===== config.mk =====
export PLATFORM = sky130hd
export DESIGN_NAME = mac_dot_sequencer_flat
export DESIGN_NICKNAME = d
export VERILOG_FILES = /design/src/rtl/mac_dot_sequencer_if.sv /design/src/rtl/mac_dot_sequencer.sv /design/src/flat_wrapper.sv
export SDC_FILE = /design/constraint.sdc
export NUM_CORES = 1
export LEC_CHECK = 0
export BUFFER_PORTS_ARGS = -buffer_cell sky130_fd_sc_hd__buf_2
export CAP_MARGIN = 20
export CORE_ASPECT_RATIO = 0.5
export CORE_UTILIZATION = 42
export CTS_BUF_LIST = sky130_fd_sc_hd__clkbuf_4 sky130_fd_sc_hd__clkbuf_8 sky130_fd_sc_hd__clkbuf_16
export DETAILED_ROUTE_END_ITERATION = 10
export PLACE_DENSITY = 0.83
export SYNTH_ARGS = -nofsm -noshare
export SYNTH_HDL_FRONTEND = slang
export SYNTH_SLANG_ARGS = --single-unit

===== constraint.sdc =====
create_clock -name clk -period 2.2 [get_ports clk]
set_clock_uncertainty 0.15 [all_clocks]
set_input_delay 0.33 -clock clk [delete_from_list [all_inputs] [get_ports clk]]
set_output_delay 0.33 -clock clk [all_outputs]
set_load 0.01 [all_outputs]

===== src/rtl/mac_dot_sequencer_if.sv =====
// Operand stream from the host buffer plus the full MAC input/output bus,
// grouped so the sequencer is the single driver of every MAC input.
interface mac_dot_sequencer_if;
  // Operand stream: a pair moves on every rising edge where op_valid and
  // op_ready are both high. The source holds op_a/op_b steady while
  // op_valid is high and op_ready is low. op_ready never waits on op_valid.
  logic        op_valid;
  logic        op_ready;
  logic [15:0] op_a;
  logic [15:0] op_b;

  logic [2:0]  mac_instruction;
  logic [15:0] mac_multiplier;
  logic [15:0] mac_multiplicand;
  logic        mac_stall;
  logic [31:0] mac_result;
  logic [7:0]  mac_protect;

  modport master (
    output op_valid, op_a, op_b, mac_result, mac_protect,
    input  op_ready, mac_instruction, mac_multiplier, mac_multiplicand, mac_stall
  );

  modport slave (
    input  op_valid, op_a, op_b, mac_result, mac_protect,
    output op_ready, mac_instruction, mac_multiplier, mac_multiplicand, mac_stall
  );
endinterface


===== src/rtl/mac_dot_sequencer.sv =====
// Dot-product job controller: clears the MAC, streams N operand pairs into it,
// lets the saturate stage settle, then captures the final result.
module mac_dot_sequencer #(
  parameter int LEN_W        = 8,
  parameter int DRAIN_CYCLES = 3
) (
  input  logic             clk,
  input  logic             reset_n,
  input  logic             start,
  input  logic             mode,
  input  logic [LEN_W-1:0] length,
  output logic             busy,
  output logic             done,
  output logic             err,
  output logic [31:0]      job_result,
  output logic [7:0]       job_protect,
  output logic [2:0]       dbg_state,
  mac_dot_sequencer_if.slave bus
);

  localparam int DRAIN_W = (DRAIN_CYCLES < 2) ? 1 : $clog2(DRAIN_CYCLES + 1);

  localparam logic [2:0] S_IDLE  = 3'd0;
  localparam logic [2:0] S_CLEAR = 3'd1;
  localparam logic [2:0] S_ISSUE = 3'd2;
  localparam logic [2:0] S_DRAIN = 3'd3;
  localparam logic [2:0] S_DONE  = 3'd4;

  localparam logic [LEN_W-1:0]   LEN_ONE    = LEN_W'(1);
  localparam logic [DRAIN_W-1:0] DRAIN_ONE  = DRAIN_W'(1);
  localparam logic [DRAIN_W-1:0] DRAIN_LOAD = DRAIN_W'(DRAIN_CYCLES);

  logic [2:0]         state_q;
  logic               mode_q;
  logic               first_q;
  logic [LEN_W-1:0]   remain_q;
  logic [DRAIN_W-1:0] drain_q;
  logic               xfer;

  assign xfer      = (state_q == S_ISSUE) && bus.op_valid;
  assign busy      = (state_q != S_IDLE);
  assign dbg_state = state_q;

  always_ff @(posedge clk) begin
    if (!reset_n) begin
      state_q     <= S_IDLE;
      mode_q      <= 1'b0;
      first_q     <= 1'b0;
      remain_q    <= '0;
      drain_q     <= '0;
      done        <= 1'b0;
      err         <= 1'b0;
      job_result  <= '0;
      job_protect <= '0;
    end else begin
      done <= 1'b0;
      err  <= 1'b0;
      case (state_q)
        S_IDLE: begin
          // The done cycle is already IDLE; a start there is deliberately dropped.
          if (start && !done) begin
            if (length == '0) begin
              err <= 1'b1;
            end else begin
              mode_q   <= mode;
              remain_q <= length;
              state_q  <= S_CLEAR;
            end
          end
        end
        S_CLEAR: begin
          first_q <= 1'b1;
          state_q <= S_ISSUE;
        end
        S_ISSUE: begin
          if (xfer) begin
            first_q  <= 1'b0;
            remain_q <= remain_q - LEN_ONE;
            if (remain_q == LEN_ONE) begin
              drain_q <= DRAIN_LOAD;
              state_q <= S_DRAIN;
            end
          end
        end
        S_DRAIN: begin
          drain_q <= drain_q - DRAIN_ONE;
          if (drain_q == DRAIN_ONE) state_q <= S_DONE;
        end
        S_DONE: begin
          job_result  <= bus.mac_result;
          job_protect <= bus.mac_protect;
          done        <= 1'b1;
          state_q     <= S_IDLE;
        end
        default: state_q <= S_IDLE;
      endcase
    end
  end

  // Instruction low bits: 0 clear, 1 load product, 2 accumulate, 3 saturate/hold;
  // bit 2 selects the dual 8-bit lane variant.
  always_comb begin
    bus.op_ready         = 1'b0;
    bus.mac_stall        = 1'b1;
    bus.mac_instruction  = 3'd0;
    bus.mac_multiplier   = '0;
    bus.mac_multiplicand = '0;
    case (state_q)
      S_CLEAR: begin
        bus.mac_stall       = 1'b0;
        bus.mac_instruction = {mode_q, 2'b00};
      end
      S_ISSUE: begin
        bus.op_ready         = 1'b1;
        bus.mac_stall        = !bus.op_valid;
        bus.mac_instruction  = {mode_q, first_q ? 2'b01 : 2'b10};
        bus.mac_multiplier   = bus.op_a;
        bus.mac_multiplicand = bus.op_b;
      end
      S_DRAIN: begin
        bus.mac_stall       = 1'b0;
        bus.mac_instruction = {mode_q, 2'b11};
      end
      S_DONE: begin
        bus.mac_instruction = {mode_q, 2'b11};
      end
      default: ;
    endcase
  end

endmodule


===== src/flat_wrapper.sv =====
// flat-port wrapper written by rule: the top's interface ports become plain ports
module mac_dot_sequencer_flat 
#(
  parameter int LEN_W        = 8,
  parameter int DRAIN_CYCLES = 3
)
  (clk, reset_n, start, mode, length, busy, done, err, job_result, job_protect, dbg_state, bus_op_valid, bus_op_a, bus_op_b, bus_mac_result, bus_mac_protect, bus_op_ready, bus_mac_instruction, bus_mac_multiplier, bus_mac_multiplicand, bus_mac_stall);
  mac_dot_sequencer_if bus_i ();
  input  logic clk;
  input  logic reset_n;
  input  logic start;
  input  logic mode;
  input  logic [LEN_W-1:0] length;
  output logic busy;
  output logic done;
  output logic err;
  output logic [31:0] job_result;
  output logic [7:0] job_protect;
  output logic [2:0] dbg_state;
  input wire logic [$bits(bus_i.op_valid)-1:0] bus_op_valid;
  input wire logic [$bits(bus_i.op_a)-1:0] bus_op_a;
  input wire logic [$bits(bus_i.op_b)-1:0] bus_op_b;
  input wire logic [$bits(bus_i.mac_result)-1:0] bus_mac_result;
  input wire logic [$bits(bus_i.mac_protect)-1:0] bus_mac_protect;
  output wire logic [$bits(bus_i.op_ready)-1:0] bus_op_ready;
  output wire logic [$bits(bus_i.mac_instruction)-1:0] bus_mac_instruction;
  output wire logic [$bits(bus_i.mac_multiplier)-1:0] bus_mac_multiplier;
  output wire logic [$bits(bus_i.mac_multiplicand)-1:0] bus_mac_multiplicand;
  output wire logic [$bits(bus_i.mac_stall)-1:0] bus_mac_stall;
  assign bus_i.op_valid = bus_op_valid;
  assign bus_i.op_a = bus_op_a;
  assign bus_i.op_b = bus_op_b;
  assign bus_i.mac_result = bus_mac_result;
  assign bus_i.mac_protect = bus_mac_protect;
  assign bus_op_ready = bus_i.op_ready;
  assign bus_mac_instruction = bus_i.mac_instruction;
  assign bus_mac_multiplier = bus_i.mac_multiplier;
  assign bus_mac_multiplicand = bus_i.mac_multiplicand;
  assign bus_mac_stall = bus_i.mac_stall;
  mac_dot_sequencer #(.LEN_W(LEN_W), .DRAIN_CYCLES(DRAIN_CYCLES)) u_core (.clk(clk), .reset_n(reset_n), .start(start), .mode(mode), .length(length), .busy(busy), .done(done), .err(err), .job_result(job_result), .job_protect(job_protect), .dbg_state(dbg_state), .bus(bus_i));
endmodule

==> flow_summary.toml, run 1 <==
[synthesis]
synth-edff-count = 0
synth_top_flop_cell = "dfxtp_1"
yosys_register_bits = 57
synth_area_leaders = "dfxtp_1 (43%), nand2_1 (14%), a21oi_1 (10%)"
synth_area_um2 = 2640
synth_common_cells = "nand2_1 (100), dfxtp_1 (57), a21oi_1 (55), and2_1 (34), clkbuf_1 (13)"
yosys_warnings = 0
avgSynthCellArea_um2 = 7.58
netlist_instances = 349
syn-num-nets = 437
ys_types = 44
synth_most_common_cell = "nand2_1"
synth_top_area_share_pct = 43.2
seq_area_frac_synth_pct = 43.2
ys_async_sr_fraction_pct = 0
synth_top_area_cell = "dfxtp_1"

[global_routing]
antenna_found_initial = 0
grt.total_usage_pct = 22.7
grt-ovfl-total = 0
grt_pass1_vias = 2658
grt_pass1_wl_mm = 11.8
grt_max_degree = 42

[cts]
cts.sinks = 57
cts_tree = "yes"
holdBufCountCts = 0
cts_setup_buffers = 0
clkTransAtPathRegs_ns = 0.05
ctsLongestPathBuffers = 2
insertion_delay_ns = 0.31
clock-root-buffer = "clkbuf_16"
h-tree-depth = 3
numCtsBuffers = 9

[die]
die_x_um = 114
coreArea_um2 = 5780
die_h_um = 58.1
row_count = 19
start_util_pct = 45.8
boundaryPins = 168
die_area_um2 = 6640

[drt]
via_count = 2975
first_pass_iters = 4
postRouteAntennaNets = 0
post-route-drc-count = 0
via_per_inst = 4.97
wirelength_mm = 7.49
drt_iter0_drc = 226
wire_per_inst_um = 12.5

[pwr]
p_per_area_nw_per_um2 = 970
p_sw_w = 0.00121
p_leak_nw = 1.86
p_int_w = 0.00248
swShare_pct = 32.9
power_w = 0.00369
p_clk_share_pct = 33.2
p_comb_share_pct = 33.8
peakVddDrop_v = 0.000524
seq_power_share_pct = 33.0

[placed_design]
post-place-cells = 583
port_buffers = 167
gp_congestion = 0.957
dpl.hpwl_mm = 5.36

[job]
cap_violations = 0

[critical_path]
cp-end-kind = "primary output"
start_kind = "flip-flop"
worstSetupPathType = "reg -> out"
cp_max_fo = 40
cp.required_ns = 1.72
crit_arrival_ns = 1.61
reg2reg_depth = 5

[worst_hold_path]
worstHoldPathCells = 3
hp-class = "in -> reg"

[final_layout]
antenna_cells = 0
finalNetCount = 598
drive_gt1_share_pct = 38.5
stdcell_count = 598
fillers = 517
syn_to_final_growth_pct = 43.9

[timing]
drv_slew = 0
worst_slew_pin_slew_ns = 0.498
rsz0062_at_grt = "false"
timing_hold_violations_final = 0
setup_viol = 0
max_freq_ghz = 0.479
max_slew_margin_pct = 66.5
min_period_ns = 2.09
finalSetupTns_ns = 0
finalCritPeriodShare_pct = 94.9

[status]
run_status = "completed"
## what timing repair did
action                     CTS  global route
setup endpoints to repair   32            19
pin swaps                    0             0
gates cloned                 0             0
gates resized for setup      1             2
## metrics by stage
stage / worst slack (ns) / utilization, % / hold WS [ns] / area, um^2
5_1_grt: 0.0198 / 65.8 / 0.0946 / 3800
3_5_place_dp: 0.274 / 61.1 / 0.293 / 3530
2_1_floorplan: 0.270 / - / 0.282 / 2640
6_report: 0.113 / 65.8 / 0.104 / 3800
3_3_place_gp: 0.322 / 61.1 / 0.289 / 3530
4_1_cts: 0.0541 / 65.8 / 0.0930 / 3800
## cells in the final DEF, fill, tap and decap left out, types with 3 or more instances in the layout
master	instances
buf_2	167
nand2_1	100
dfxtp_1	57
a21oi_1	55
and2_1	35
nor2_1	10
clkbuf_16	9
buf_4	8
inv_1	7
o21ai_0	4
o32ai_1	4
nor3_1	4
and3_1	3
nor4_1	3
a221oi_1	3
nand3_1	3
o22ai_1	3
ha_1	3
## logic make-up after synthesis
kind of cell | count (synthesis) | synth area share (%)
and+or+nand+nor | 171 | 30.7
AOI/OAI and AO/OA | 83 | 18.6
DFF | 57 | 43.2
buffers and inverters | 34 | 5.73
adders and majority gates | 3 | 1.42
muxes | 1 | 0.379
## routing by layer
layer | share of wire, % | GRT usage, % | up-vias
li1 | - | - | 1493
met5 | 0 | 0 | -
met4 | 1.8 | 10.2 | 0
met2 | 50 | 41.0 | 139
met3 | 7.2 | 5.96 | 16
met1 | 41 | 25.8 | 1327
## cell type report
class | instances | area (um^2) | share of cell area, %
timing repair buffer | 175 | 896 | 23.6
tap | 84 | 105 | 2.76
clock inverter | 3 | 17.5 | 0.461
inverter | 9 | 38.8 | 1.02
clock buffer | 12 | 254 | 6.68
sequential | 57 | 1140 | 30.0
multi-input combinational | 258 | 1350 | 35.5
## worst paths after layout
check	slack, ns	start	endpoint
worst max-delay path	0.11	u_core.dbg_state[2]	bus_mac_multiplicand[5]
worst min-delay path	0.10	bus_mac_result[31]	u_core.job_result[31]
worst max register to register	0.31	u_core.dbg_state[1]	u_core.remain_q[4]
worst min register to register	0.30	u_core.job_result[13]	u_core.job_result[13]
## sequential cells by signal (all words and copies together), names as in the netlist
signal and count:
u_core.err 1, u_core.first_q 1, u_core.mode_q 1, u_core.drain_q 2, u_core.done 1, u_core.job_result 32
u_core.dbg_state 3, u_core.job_protect 8, u_core.remain_q 8
## power groups by stage
stage / Combinational, W / Clock (W) / Sequential (W)
detailed placement: 0.00122 / 0 / 0.00123
CTS: 0.00124 / 0.00125 / 0.00122
global placement: 0.00121 / 0 / 0.00123
finish: 0.00125 / 0.00122 / 0.00122
global route: 0.00137 / 0.00131 / 0.00123
floorplan: 0.000805 / 0 / 0.00124
## worst max-delay path, cell delays in order (launching register included)
cell	delay, ns
dfxtp_1	0.31
or3b_1	0.46
clkinv_4	0.21
and2_1	0.18
buf_2	0.13
(Power assumes the default switching activity.)
==> run 2, diff against run 1 <==
SETUP_SLACK_MARGIN = 0.5   (was not set)
==> flow_summary.toml, run 2 (synthesized netlist as in run 1, its figures left out) <==
[final_layout]
drive_gt1_share_pct = 53.2
reg_top3 = "u_core.job_result x32, u_core.job_protect x8, u_core.remain_q x8"
register_area_um2 = 1150
top_register = "u_core.job_result"
final_common_cell = "buf_2"
largest_reg_flops = 32
final_cell_mix = "buf_2 (136), nand2_1 (97), dfxtp_1 (54)"
fillers = 343
multi_input_area_um2 = 1630
syn_to_final_growth_pct = 76.0
finalNetCount = 624
antenna_cells = 0

[timing]
finalCritPeriodShare_pct = 98.3
max_slew_margin_pct = 56.6
min_period_ns = 2.16
timing_hold_violations_final = 0
setup_viol = 0
drv_slew = 0
finalSetupTns_ns = 0
max_freq_ghz = 0.463
worst_slew_pin_slew_ns = 0.651
rsz0062_at_grt = "true"
fin_ws_ns = 0.0381

[cts]
insertion_delay_ns = 0.32
ctsLongestPathBuffers = 2
holdBufCountCts = 0
clock-root-buffer = "clkbuf_16"
cts_tree = "yes"
cts.sinks = 57
numCtsBuffers = 9
h-tree-depth = 3
clkTransAtPathRegs_ns = 0.06

[drt]
first_pass_iters = 6
via_per_inst = 5.53
wire_per_inst_um = 17.3
wirelength_mm = 10.8
drt_iter0_drc = 372
post-route-drc-count = 0
via_count = 3454
postRouteAntennaNets = 0

[pwr]
p_leak_nw = 2.16
p_per_area_nw_per_um2 = 1070
peakVddDrop_v = 0.000650

[job]
cap_violations = 0

[global_routing]
grt_pass1_wl_mm = 14.1
grt_max_degree = 33
grt-ovfl-total = 0
grt.total_usage_pct = 27.3
grt_pass1_vias = 3078
antenna_found_initial = 0

[critical_path]
reg2reg_depth = 8
worstSetupPathType = "reg -> out"
crit_arrival_ns = 1.68
cp_max_fo = 8
start_kind = "flip-flop"
cp-end-kind = "primary output"
cp.required_ns = 1.72

[worst_hold_path]
worstHoldPathCells = 3
hp-class = "in -> reg"

[die]
die_h_um = 58.1
die_area_um2 = 6640
row_count = 19
boundaryPins = 168
die_x_um = 114
start_util_pct = 45.8
coreArea_um2 = 5780

[placed_design]
gp_congestion = 0.898
port_buffers = 167
pre_cts_ws_ns = 0.262
dpl.hpwl_mm = 5.25

[status]
run_status = "completed"
## run 2: cell count changes in the layout (fill, tap and decap cells not counted), sizes merged
cell and delta:
clkbuf -1, clkinvlp -1, a211o +1, inv +1, buf +25, bufinv +2
## run 2: final timing paths
check | startpoint | end | slack (ns)
worst max-delay path | u_core.dbg_state[2] | bus_mac_multiplicand[10] | 0.04
worst min-delay path | bus_mac_result[6] | u_core.job_result[6] | 0.09
worst max register to register | u_core.dbg_state[2] | u_core.remain_q[1] | 0.18
worst min register to register | u_core.job_result[6] | u_core.job_result[6] | 0.30
## run 2: power breakdown
group / internal, W / switching (W)
sequential: 0.00114 / 0.000114
combinational: 0.00114 / 0.00109
clock: 0.00103 / 0.000489
total: 0.00331 / 0.00169
## run 2: worst max-delay path, stage by stage (launching register included)
cell and delay [ns]:
dfxtp_4 0.34, or3b_4 0.44, inv_8 0.08, buf_6 0.12, buf_6 0.13, and2_4 0.15
buf_6 0.09
## run 2: layout make-up
| cell class | instances | share of cell area [%] |
|---|---|---|
| clock inverters | 5 | 1.69 |
| flip-flops and latches | 57 | 24.7 |
| clock buffers | 11 | 5.30 |
| inverters | 9 | 0.888 |
| well taps | 84 | 2.26 |
| repair buffers | 200 | 30.0 |
| multi-input cells | 259 | 35.1 |
## run 2: timing repair
item,4_1_cts,5_1_grt
pin swaps,11,20
endpoints found under the setup margin,47,51
gates cloned,3,0
gates resized for setup,57,36
setup buffers,11,10
## run 2: through the flow
step                utilization, %  instances  power (W)  hold slack [ns]  cell area (um^2)
detailed placement            62.9        585    0.00257            0.294              3630
global placement              62.9        585    0.00254            0.289              3630
finish                        80.5        625    0.00500           0.0904              4650
floorplan                        -        349    0.00217            0.282              2750
CTS                           76.2        615    0.00454           0.0859              4400
global route                  80.5        625    0.00518           0.0875              4650
## run 2: layer usage
metal | GRT usage (%) | vias to the layer above | routed length, um | share of wire [%]
met4 | 13.2 | 0 | 507 | 4.7
li1 | - | 1548 | - | -
met5 | 0 | - | 0 | 0
met3 | 7.32 | 66 | 1030 | 9.5
met2 | 50.8 | 267 | 5270 | 49
met1 | 29.3 | 1573 | 4000 | 37
==> run 3, diff against run 2 <==
CORE_UTILIZATION = 44   (was 42)
CTS_BUF_LIST = sky130_fd_sc_hd__clkbuf_4 sky130_fd_sc_hd__clkbuf_8   (was sky130_fd_sc_hd__clkbuf_4 sky130_fd_sc_hd__clkbuf_8 sky130_fd_sc_hd__clkbuf_16)
PLACE_DENSITY = 0.87   (was 0.83)
==> flow_summary.toml, run 3 (synthesized netlist as in run 1, its figures left out) <==
[pwr]
p_per_area_nw_per_um2 = 956
swShare_pct = 35.5
p_int_w = 0.00269
peakVddDrop_v = 0.000474
p_sw_w = 0.00148
p_leak_nw = 2.04
p_comb_share_pct = 48.5
seq_power_share_pct = 29.7
p_clk_share_pct = 21.8

[timing]
finalSetupTns_ns = 0
setup_viol = 0
rsz0062_at_grt = "true"
max_freq_ghz = 0.474
min_period_ns = 2.11
worst_slew_pin_slew_ns = 0.648
max_slew_margin_pct = 56.5
drv_slew = 0
timing_hold_violations_final = 0
finalCritPeriodShare_pct = 95.8

[drt]
drt_iter0_drc = 252
first_pass_iters = 8
wirelength_mm = 9.39
via_per_inst = 5.42
wire_per_inst_um = 15.5
via_count = 3279
postRouteAntennaNets = 0
post-route-drc-count = 20

[critical_path]
crit_arrival_ns = 1.63
start_kind = "flip-flop"
cp_max_fo = 8
worstSetupPathType = "reg -> out"
cp-end-kind = "primary output"
cp.required_ns = 1.72

[die]
row_count = 19
start_util_pct = 46.9
die_x_um = 112
coreArea_um2 = 5630
die_h_um = 56.8
die_area_um2 = 6340
boundaryPins = 168

[cts]
insertion_delay_ns = 0.33
numCtsBuffers = 9
cts_tree = "yes"
h-tree-depth = 3
clkTransAtPathRegs_ns = 0.07
clock-root-buffer = "clkbuf_8"
ctsLongestPathBuffers = 2
cts.sinks = 57

[final_layout]
final_common_cell = "buf_2"
finalNetCount = 615
reg_top3 = "u_core.job_result x32, u_core.job_protect x8, u_core.remain_q x8"
antenna_cells = 0
fin_util_pct = 77.4
largest_reg_flops = 32
drive_gt1_share_pct = 50.8
final_cell_mix = "buf_2 (135), nand2_1 (99), dfxtp_1 (54)"
top_register = "u_core.job_result"
syn_to_final_growth_pct = 65.0

[global_routing]
grt_pass1_vias = 2808
antenna_found_initial = 0
grt-ovfl-total = 0
grt_max_degree = 26
grt.total_usage_pct = 25.4
grt_pass1_wl_mm = 12.7

[status]
violations = "design-rule violations"
run_status = "complete, but fails checks"

[job]
cap_violations = 0

[placed_design]
gp_congestion = 0.894
dpl.hpwl_mm = 5.19
port_buffers = 167

[worst_hold_path]
hp-class = "in -> reg"
## run 3: timing repair
| action | CTS | global route |
|---|---|---|
| setup buffers | 8 | 3 |
| hold buffers | 0 | 0 |
| setup endpoints to repair | 44 | 50 |
| gates resized for setup | 25 | 47 |
| cloned | 1 | 3 |
| pin swaps | 6 | 20 |
## run 3: cell type report
| class | instances | area, um^2 |
|---|---|---|
| clock buffer | 12 | 165 |
| clock inverter | 4 | 26.3 |
| inverter | 9 | 46.3 |
| fill | 366 | 1270 |
| multi-input combinational | 258 | 1540 |
| sequential | 57 | 1150 |
| timing repair buffer | 192 | 1340 |
| tap | 73 | 91.3 |
## run 3: path summary, 6_finish.rpt
path | startpoint | end | slack, ns | cells past startpoint
worst min-delay path | bus_mac_result[8] | u_core.job_result[8] | 0.08 | 3
worst max register to register | u_core.dbg_state[1] | u_core.dbg_state[0] | 0.29 | 6
worst min register to register | u_core.job_result[26] | u_core.job_result[26] | 0.30 | 2
worst max-delay path | u_core.dbg_state[2] | bus_mac_multiplicand[13] | 0.09 | 5
## run 3: power groups by stage
stage / clock (W) / combinational [W] / sequential (W)
floorplan: 0 / 0.000930 / 0.00124
global placement: 0 / 0.00126 / 0.00127
detailed placement: 0 / 0.00128 / 0.00128
CTS: 0.000922 / 0.00159 / 0.00122
global route: 0.000983 / 0.00215 / 0.00125
finish: 0.000909 / 0.00202 / 0.00124
## run 3: through the flow
stage                     area [um^2]  total power [W]  instances  hold slack [ns]  setup WS, ns
after global placement           3620          0.00253        574            0.289         0.306
after global routing             4360          0.00438        605           0.0659        0.0541
after CTS                        4010          0.00373        599           0.0667         0.103
final                            4360          0.00417        605           0.0778        0.0925
after detailed placement         3620          0.00256        574            0.295         0.266
after floorplan                  2750          0.00217        349            0.282         0.426
## run 3: critical path: stages, from the launching register on
cell	delay [ns]
dfxtp_4	0.34
or3b_4	0.44
clkinv_8	0.11
clkbuf_16	0.15
and2_4	0.14
buf_6	0.10
## run 3: routing by layer
metal / track usage (%) / routed length [um]
met5: 0 / 0
met4: 13.1 / 363
met3: 7.45 / 711
met2: 46.4 / 4770
met1: 27.0 / 3540
